### src/rtl/processor_control_fsm.sv
// processor_control_fsm: multi-cycle control sequencer for the 16-bit processor datapath.
// Ports:
//   clk, state_reset (async active-low)  - clock and reset
//   start, mem_ready, instr, LT_flag     - run request, RAM handshake, RAM read data, less-than flag
//   state                                - current FSM state (IDLE..HALT)
//   PC_EN .. EN_output                   - datapath enables, selects and ALU control
//   illegal_op, halted, instr_count      - status: bad opcode pulse, halt flag, retired count
module processor_control_fsm #(
    parameter int IW   = 16,
    parameter int CNTW = 16
) (
    input  logic            clk,
    input  logic            state_reset,
    input  logic            start,
    input  logic            mem_ready,
    input  logic [IW-1:0]   instr,
    input  logic            LT_flag,
    output logic [2:0]      state,
    output logic            PC_EN,
    output logic            branch_len,
    output logic            PC_or_read_mem,
    output logic            read_1EN,
    output logic            read_2EN,
    output logic            reg_file_wrEN,
    output logic            Altwrsel,
    output logic            lineb_ex,
    output logic [1:0]      alu_control,
    output logic            LT_flag_set,
    output logic            EN_mem_add,
    output logic            RAM_rddisEN,
    output logic            RAM_wrEN,
    output logic            EN_output,
    output logic            illegal_op,
    output logic            halted,
    output logic [CNTW-1:0] instr_count
);
    typedef enum logic [2:0] {IDLE, FETCH, DECODE, EXEC, MEM, WB, HALT} state_t;

    typedef struct packed {
        logic       pc_en, branch_len, pc_or_read_mem, read_1en, read_2en, reg_file_wren, altwrsel, lineb_ex;
        logic [1:0] alu_control;
        logic       lt_flag_set, en_mem_add, ram_rd, ram_wr, en_output, illegal_op, halted;
    } ctl_t;

    localparam logic [3:0] OP_NOP = 4'h0, OP_ADD = 4'h1, OP_OR = 4'h4, OP_ADDI = 4'h5, OP_LOAD = 4'h6;
    localparam logic [3:0] OP_STORE = 4'h7, OP_CMP = 4'h8, OP_BLT = 4'h9, OP_JMP = 4'hA, OP_OUT = 4'hB, OP_HALT = 4'hF;

    state_t     st, ns;
    logic [3:0] ir, op_n;
    logic       illegal, retire;
    ctl_t       ctl;

    // Only the opcode field steers the sequencer; operand bits belong to the datapath.
    logic unused_operand;
    assign unused_operand = ^instr[IW-5:0];

    // Control word for a given state/opcode; registered so outputs are glitch-free.
    function automatic ctl_t dec(state_t s, logic [3:0] op, logic lt);
        ctl_t c;
        c = '0;
        case (s)
            FETCH:  c.ram_rd = 1'b1;
            DECODE: begin
                c.read_1en   = 1'b1;
                c.read_2en   = 1'b1;
                c.pc_en      = 1'b1;
                c.illegal_op = op inside {4'hC, 4'hD, 4'hE};
            end
            EXEC: begin
                // ADD..OR map to alu codes 00..11 as opcode-1
                c.alu_control = (op inside {[OP_ADD:OP_OR]}) ? op[1:0] - 2'd1 : (op == OP_CMP) ? 2'b01 : 2'b00;
                c.lineb_ex    = op inside {OP_ADDI, OP_LOAD, OP_STORE};
                c.en_mem_add  = op inside {OP_LOAD, OP_STORE};
                c.lt_flag_set = op == OP_CMP;
                c.branch_len  = op == OP_JMP || (op == OP_BLT && lt);
                c.pc_en       = c.branch_len;
                c.en_output   = op == OP_OUT;
            end
            MEM: begin
                c.pc_or_read_mem = 1'b1;
                c.ram_rd         = op == OP_LOAD;
                c.ram_wr         = op == OP_STORE;
            end
            WB: begin
                c.reg_file_wren = 1'b1;
                c.altwrsel      = op == OP_LOAD;
            end
            HALT:    c.halted = 1'b1;
            default: c = '0;
        endcase
        return c;
    endfunction

    always_comb begin
        op_n    = (st == FETCH && mem_ready) ? instr[IW-1:IW-4] : ir;
        illegal = ir inside {4'hC, 4'hD, 4'hE};
        case (st)
            IDLE:    ns = start ? FETCH : IDLE;
            FETCH:   ns = mem_ready ? DECODE : FETCH;
            DECODE:  ns = (ir == OP_NOP || illegal) ? FETCH : (ir == OP_HALT) ? HALT : EXEC;
            EXEC:    ns = (ir inside {[OP_ADD:OP_ADDI]}) ? WB : (ir inside {OP_LOAD, OP_STORE}) ? MEM : FETCH;
            MEM:     ns = !mem_ready ? MEM : (ir == OP_LOAD) ? WB : FETCH;
            WB:      ns = FETCH;
            HALT:    ns = start ? FETCH : HALT;
            default: ns = IDLE;
        endcase
        // An instruction retires when it hands back to FETCH (illegal ones excluded) or halts.
        retire = (((st == DECODE && !illegal) || st == EXEC || st == MEM || st == WB) && ns == FETCH)
               || (ns == HALT && st != HALT);
    end

    always_ff @(posedge clk or negedge state_reset) begin
        if (!state_reset) begin
            st          <= IDLE;
            ir          <= '0;
            instr_count <= '0;
            ctl         <= '0;
        end else begin
            st  <= ns;
            ir  <= op_n;
            ctl <= dec(ns, op_n, LT_flag);
            if (retire) instr_count <= instr_count + 1'b1;
        end
    end

    assign state          = st;
    assign PC_EN          = ctl.pc_en;
    assign branch_len     = ctl.branch_len;
    assign PC_or_read_mem = ctl.pc_or_read_mem;
    assign read_1EN       = ctl.read_1en;
    assign read_2EN       = ctl.read_2en;
    assign reg_file_wrEN  = ctl.reg_file_wren;
    assign Altwrsel       = ctl.altwrsel;
    assign lineb_ex       = ctl.lineb_ex;
    assign alu_control    = ctl.alu_control;
    assign LT_flag_set    = ctl.lt_flag_set;
    assign EN_mem_add     = ctl.en_mem_add;
    assign RAM_rddisEN    = ctl.ram_rd;
    assign RAM_wrEN       = ctl.ram_wr;
    assign EN_output      = ctl.en_output;
    assign illegal_op     = ctl.illegal_op;
    assign halted         = ctl.halted;
endmodule

### config.mk
export PLATFORM = sky130hd
export DESIGN_NAME = processor_control_fsm
export DESIGN_NICKNAME = d
export VERILOG_FILES = /design/src/rtl/processor_control_fsm.sv
export SDC_FILE = /design/constraint.sdc
export NUM_CORES = 1
export LEC_CHECK = 0
export ABC_AREA = 1
export BUFFER_PORTS_ARGS = -buffer_cell sky130_fd_sc_hd__buf_2
export CORE_ASPECT_RATIO = 0.6
export CORE_MARGIN = 2
export CORE_UTILIZATION = 40
export CTS_CLUSTER_DIAMETER = 80
export DETAILED_ROUTE_END_ITERATION = 10
export SLEW_MARGIN = 20
export SYNTH_ARGS = -nofsm -noshare
export SYNTH_HDL_FRONTEND = slang
export SYNTH_SLANG_ARGS = --single-unit
### constraint.sdc
create_clock -name clk -period 4.7 [get_ports clk]
set_input_delay 0.705 -clock clk [delete_from_list [all_inputs] [get_ports clk]]
set_output_delay 0.705 -clock clk [all_outputs]
set_load 0.01 [all_outputs]
==> results of run 1 <==
## registers in the layout (all words and copies together), names as in the netlist
name / flops
instr_count: 16
ir: 4
state: 3
alu_control: 2
Altwrsel: 1
EN_mem_add: 1
EN_output: 1
LT_flag_set: 1
PC_EN: 1
PC_or_read_mem: 1
RAM_rddisEN: 1
RAM_wrEN: 1
branch_len: 1
halted: 1
illegal_op: 1
lineb_ex: 1
read_1EN: 1
reg_file_wrEN: 1
## kinds of logic (layout without fill, tap and decap cells)
logic type               Yosys count  count (layout)
AO/OA/AOI/OAI                     11              11
XOR/XNOR                          14              14
adder cells (fa/ha/maj)            6               6
buffers and inverters             32              80
flip-flops                        39              39
AND/OR/NAND/NOR                  158             158
## Yosys cell counts (all sizes together)
| cell type | instances |
|---|---|
| nor3 | 10 |
| inv | 28 |
| a21oi | 4 |
| nand3 | 36 |
| xnor2 | 5 |
| or2 | 1 |
| nand4 | 3 |
| nor4 | 1 |
| o22ai | 2 |
| dfrtp | 39 |
| nand3b | 1 |
| o21ai | 5 |
| nand2 | 74 |
| ha | 6 |
| and2 | 1 |
| xor2 | 9 |
| nor2 | 30 |
| buf | 4 |
| nor3b | 1 |
## worst max-delay path by stage
stage	startpoint	end	slack (ns)
floorplan	mem_ready	PC_EN	2.53
global placement	mem_ready	PC_EN	2.05
detailed placement	mem_ready	PC_EN	2.03
CTS	state[0]	PC_EN	2.15
global route	state[0]	PC_EN	1.96
finish	state[0]	PC_EN	2.18
## routing by layer
metal,vias up,wire [microns]
met2,44,1710
met1,806,2810
met5,-,0
met3,5,280
li1,929,-
met4,0,40
## stage by stage
stage | std cells | hold WS, ns | cell area (sq um) | total power, mW | setup WS [ns]
final | 374 | 0.517 | 2520 | 1.34 | 2.18
after global routing | 374 | 0.572 | 2520 | 1.44 | 1.96
after CTS | 374 | 0.545 | 2520 | 1.34 | 2.15
after detailed placement | 366 | 0.525 | 2380 | 1.01 | 2.03
after global placement | 366 | 0.521 | 2380 | 1.01 | 2.05
after floorplan | 260 | 0.409 | 2110 | 0.861 | 2.53
## power groups by stage
stage | Sequential (mW) | Clock [mW] | Combinational [mW]
global route | 0.480 | 0.359 | 0.603
floorplan | 0.487 | 0 | 0.374
finish | 0.468 | 0.336 | 0.532
CTS | 0.467 | 0.340 | 0.536
detailed placement | 0.473 | 0 | 0.533
global placement | 0.474 | 0 | 0.531
## area by class of cell
type | instances | area, sq um | share of cell area
Timing Repair Buffer | 44 | 220 | 0.0874
Sequential cell | 39 | 976 | 0.387
Inverter | 28 | 105 | 0.0417
Multi-Input combinational cell | 189 | 998 | 0.396
Clock buffer | 5 | 68.8 | 0.0273
Clock inverter | 3 | 67.6 | 0.0268
Tap cell | 66 | 82.6 | 0.0328
==> reports/qor.txt, run 1 <==
P_sw -> 0.552 mW
initial DRC count -> 91
ant diodes -> 0
Max Fclk -> 397 MHz
commonest non-fill, non-tap cell in the layout -> nand2_1
Worst-Margin Slew -> 0.852 ns
first-pass GRT wire length -> 7970 microns
H-tree depth -> 2
share of the synthesized area in the top cell type -> 0.463
M3 GR Usage -> 0.0561
mean number of vias per cell -> 4.77
DR WL/cell -> 12.9 microns
Clock Tree Buf Depth -> 2
# setup viols final -> 0
CTS tree -> yes
post-CTS sizing -> 0
Area contributors post-synth -> dfrtp_1 46%, nand2_1 12%, nand3_1 8.3%, inv_1 4.8%, nor2_1 4.6%
# rows -> 20
area leader, netlist -> dfrtp_1
unrepaired setup endpoints after global routing -> no
Synth Area in Simple Gates -> 0.349
Post-Synth XOR/XNOR Area -> 0.0582
pwr/cell area -> 531 mW/mm^2
library cells used by synthesis -> 31
Clk pwr share -> 0.252
grt peak-use layer -> met1
GP Congestion -> 0.859
Syn Inst Count -> 260
reg-to-reg endpoint -> PC_EN
first-pass detailed-route iteration total -> 4
CTS hold repair buffers -> 0
fin crit period -> 2.52 ns
area delta synth->final -> 19.5%
Fillers -> 517
Final Cycle Share -> 0.536
Flop pwr share -> 0.350
cells along the critical path -> inv_1 > nor2_2 > nand3_2 > o21ai_0 > inv_1 > ha_1 > a21oi_1 > nor3_2 > or2_1
slowest cell delay on critical path -> 0.56 ns
element type at the critical path end -> flop
DR vias -> 1784
clock insertion delay at the later pin of the skew report -> 0.29 ns
number of global-route vias before repair -> 1523
Setup Buffers After CTS -> 0
Global Route Usage Sum -> 0.177
Setup Skew -> 0.00941 ns
dpl hpwl -> 3580 microns
Die Width -> 97.7 microns
Seq/Total Area, Yosys -> 0.463
Rel. slew slack -> 0.432
Die ar. -> 0.00588 sq mm
cell-internal power -> 0.785 mW
number of max-cap violations -> 0
WL final -> 4840 microns
VDD IR-drop max -> 198 uV
initial antenna violation count -> 0
initial cell density of the core -> 0.415
delay-heaviest family, CP -> compound AO/OA/AOI/OAI gates
Data arrival, critical path -> 2.70 ns
Remaining Overflow, GRT -> 0
Syn Area/Cell -> 8.10 sq um
largest family of logic cells by synthesized area -> simple AND/OR/NAND/NOR gates
largest net degree at the start of global routing -> 40
share of cells above drive strength 1 -> 0.218
Reg2Reg Setup Slack -> 2.18 ns
core area -> 0.00508 sq mm
CTS root buf -> clkbuf_8
Final Util -> 0.496
Worst path slowest cell -> o21ai_0
syn nets -> 287
Ys Warns -> 0
complex-gate fraction of the synthesized area -> 0.0309
post-synthesis mux area share -> 0
commonest non-fill, non-tap cells in the layout -> 69 x nand2_1, 44 x buf_2, 39 x dfrtp_1
DRC errors left -> 0
most used cell along the critical path -> inv_1
met1 Usage GRT -> 0.298
chip height -> 60.2 microns
ANT nets after route -> 0
reg2reg path depth -> 9
status -> completed
Post-Synthesis Cell Area -> 0.00211 sq mm
leak pwr -> 1.37 nW
Adder-Cell Fraction of Synth Area -> 0.0356
Critical Path RT -> 4.88 ns
Clock Sinks -> 39
net count reported at finish -> 334
Final Hold Fails -> 0
Logic pwr share -> 0.398
critical-path maximum fanout -> 10
R2R Path Start -> state[0]
Port Buf Inserts -> 44
post-synthesis sequential element count -> 39
Setup Total Neg Slack -> 0 ns
WP depth -> 9
worst min path class -> input pin to async pin
Top-Level Pins -> 57
fin. max-slew vios -> 0
crit path kind -> flop to flop
Worst Setup Start Kind -> flop
total CTS buffers -> 5
M2 GR Usage -> 0.206
clk slew on worst S/H paths -> 0.08 ns
switching part of the total -> 0.413
worst path buffer plus inverter count -> 2
(Power assumes the default switching activity.)
==> run 2, diff against run 1 <==
ABC_AREA = 0   (was 1)
clock period = 2.36 ns   (was 4.7 ns; I/O delays follow)
==> reports/qor.txt, run 2 <==
Setup Buffers After CTS -> 0 (unchanged)
synth cell count leaders -> 39 x dfrtp_1, 15 x nand2_1, 14 x xor2_1, 9 x inv_1, 8 x a21oi_1
Synth Flop Type -> dfrtp_1
CTS tree -> yes
R2R Path Start -> state[0]
count leader, synth -> dfrtp_1
cell-internal power -> 1.78 mW (+130%)
critical-path maximum fanout -> 9 (-1)
dpl hpwl -> 3350 microns (-6.4%)
core area -> 0.00466 sq mm (-8.3%)
area delta synth->final -> 21.8%
Die ar. -> 0.00553 sq mm (-6.0%)
Final Hold Fails -> 0 (unchanged)
initial antenna violation count -> 0 (unchanged)
status -> completed
Flop pwr share -> 0.361 (+0.011)
commonest non-fill, non-tap cell in the layout -> buf_2
Critical Path RT -> 2.53 ns (-2.35 ns)
pwr/cell area -> 1310 mW/mm^2 (+150%)
Setup Skew -> 0.0103 ns (+0.000903 ns)
fin crit period -> 2.23 ns (-0.291 ns)
post-synthesis async set-or-reset flop share -> 1.00 (unchanged)
first-pass GRT wire length -> 7400 microns (-7.2%)
share of the synthesized area in the top cell type -> 0.494 (+0.0311)
Final Cycle Share -> 0.945 (+0.409)
Post-Synthesis Cell Area -> 0.00197 sq mm (-6.3%)
leak pwr -> 1.13 nW (-17%)
Seq/Total Area, Yosys -> 0.494 (+0.0311)
share of cells above drive strength 1 -> 0.360 (+0.142)
Synth Area in Simple Gates -> 0.180 (-0.169)
final setup margin -> 0.130 ns (-2.05 ns)
Clock Sinks -> 39 (unchanged)
unrepaired setup endpoints after global routing -> no
DR WL/cell -> 15.5 microns (+20%)
mean number of vias per cell -> 5.22 (+9.4%)
Syn Area/Cell -> 11.5 sq um (+42%)
# setup viols final -> 0 (unchanged)
Reg with most FFs -> instr_count
Max Fclk -> 448 MHz (+13%)
DRC errors left -> 0 (unchanged)
Ys Warns -> 0 (unchanged)
Clock Tree Buf Depth -> 2 (unchanged)
H-tree depth -> 2 (unchanged)
element type at the critical path end -> flop
Worst Setup Start Kind -> flop
post-synthesis mux area share -> 0.0374 (+0.0374)
largest net degree at the start of global routing -> 40 (unchanged)
ANT nets after route -> 0 (unchanged)
area leader, netlist -> dfrtp_1
initial cell density of the core -> 0.424 (+0.00896)
GP Congestion -> 0.899 (+4.6%)
fin. max-slew vios -> 0 (unchanged)
Logic pwr share -> 0.498 (+0.100)
first-pass detailed-route iteration total -> 4 (unchanged)
Syn Inst Count -> 172 (-34%)
complex-gate fraction of the synthesized area -> 0.136 (+0.105)
Data arrival, critical path -> 2.40 ns (-0.30 ns)
reg2reg path depth -> 8 (-1)
largest family of logic cells by synthesized area -> simple AND/OR/NAND/NOR gates
syn nets -> 199 (-31%)
number of max-cap violations -> 0 (unchanged)
Clk pwr share -> 0.142 (-0.110)
DR vias -> 1503 (-16%)
worst min path class -> input pin to async pin
Worst-Margin Slew -> 0.843 ns (-0.00914 ns)
number of global-route vias before repair -> 1473 (-3.3%)
library cells used by synthesis -> 46 (+48%)
Post-Place Setup Slack -> 0.00576 ns (-2.02 ns)
Remaining Overflow, GRT -> 0 (unchanged)
crit path kind -> flop to flop
Global Route Usage Sum -> 0.179 (+0.00197)
clk slew on worst S/H paths -> 0.08 ns (about the same)
commonest non-fill, non-tap cells in the layout -> 44 x buf_2, 38 x dfrtp_1, 15 x nand2_1
post-synthesis sequential element count -> 39 (unchanged)
# rows -> 19 (-5.0%)
CTS root buf -> clkbuf_8
Top-Level Pins -> 57 (unchanged)
total CTS buffers -> 5 (unchanged)
ant diodes -> 0 (unchanged)
Post-synth EDFFs -> 0 (unchanged)
switching part of the total -> 0.433 (+0.0207)
chip height -> 58.4 microns (-3.0%)
Post-Synth XOR/XNOR Area -> 0.0710 (+0.0128)
Area contributors post-synth -> dfrtp_1 49%, xor2_1 6.2%, ha_1 3.8%, a211oi_2 3.2%, a2111oi_2 3.0%
Setup Total Neg Slack -> 0 ns (unchanged)
VDD IR-drop max -> 559 uV (+180%)
WL final -> 4450 microns (-7.9%)
max reg flops -> 16 (unchanged)
net count reported at finish -> 252 (-25%)
Adder-Cell Fraction of Synth Area -> 0.0380 (+0.00239)
CP startpoint -> state[0]
P_sw -> 1.36 mW (+150%)
initial DRC count -> 50 (-45%)
clock insertion delay at the later pin of the skew report -> 0.29 ns (about the same)
Rel. slew slack -> 0.438 (+0.00610)
Port Buf Inserts -> 44 (unchanged)
Die Width -> 94.7 microns (-3.1%)
## run 2: cell types whose count changed after synthesis, moves of 4 or more
| cell | before | now |
|---|---|---|
| nor2_1 | 26 | 4 |
| a211oi_2 | 0 | 5 |
| inv_1 | 27 | 9 |
| xor2_1 | 9 | 14 |
| buf_2 | 1 | 5 |
| nand2_1 | 69 | 15 |
| a21oi_1 | 4 | 8 |
| mux2i_1 | 0 | 4 |
| and3_1 | 0 | 5 |
| nand3_1 | 35 | 6 |
| nor3_1 | 9 | 3 |
| a2111oi_2 | 0 | 4 |
## run 2: timing repair
action | CTS | global route
hold buffers | 0 | 0
setup endpoints to repair | 2 | 4
pin swaps | 0 | 0
resized for setup | 1 | 3
## run 2: power groups by stage
stage | Clock [mW] | Combinational [mW] | Sequential (mW)
global placement | 0 | 1.52 | 1.12
finish | 0.445 | 1.56 | 1.13
CTS | 0.464 | 1.55 | 1.13
detailed placement | 0 | 1.54 | 1.14
floorplan | 0 | 0.957 | 1.18
global route | 0.499 | 1.73 | 1.16
## run 2: path summary, 6_finish.rpt
check,endpoint,slack (ns)
min in group clk,branch_len,0.36
max in group asynchronous,state[0],1.60
worst max register to register,alu_control[0],0.13
worst min-delay path,instr_count[12],0.16
worst min register to register,instr_count[14],0.49
worst max-delay path,alu_control[0],0.13
## run 2: layer usage
layer | vias up | wire (microns) | track usage | part of all wire
li1 | 722 | - | - | -
met1 | 735 | 2220 | 0.257 | 0.50
met2 | 41 | 1990 | 0.267 | 0.45
met3 | 5 | 203 | 0.0461 | 0.046
met4 | 0 | 37 | 0.0580 | 0.0083
met5 | - | 0 | 0 | 0
## run 2: critical path, stage by stage, from the launching register on
cell      delay, ns
dfrtp_2        0.44
and4bb_2       0.35
mux2i_4        0.32
inv_1          0.12
ha_1           0.22
nand2b_1       0.14
mux2_2         0.27
a32oi_1        0.19
nor2_1         0.08
## run 2: kinds of logic (layout without fill, tap and decap cells)
group,after synthesis,in the layout
mux,7,7
simple gates,59,59
xor+xnor,16,16
fa+ha+maj,6,6
compound gates,28,28
buf+inv,17,70
flops,39,39
## run 2: area by class of cell
type	instances	area [sq um]
clock inverter	1	5.00
inverter	9	33.8
tap	63	78.8
multi-input combinational	116	932
sequential	39	977
timing repair buffer	54	295
fill	446	2250
clock buffer	6	82.6
## run 2: through the flow
step | total power [mW] | area, sq um | hold WS, ns | util | cells
after detailed placement | 2.68 | 2310 | 0.485 | 0.496 | 281
after global routing | 3.39 | 2400 | 0.230 | 0.516 | 288
after global placement | 2.64 | 2310 | 0.451 | 0.496 | 281
after CTS | 3.14 | 2400 | 0.203 | 0.515 | 288
final | 3.14 | 2400 | 0.164 | 0.516 | 288
after floorplan | 2.14 | 1990 | 0.0584 | - | 172
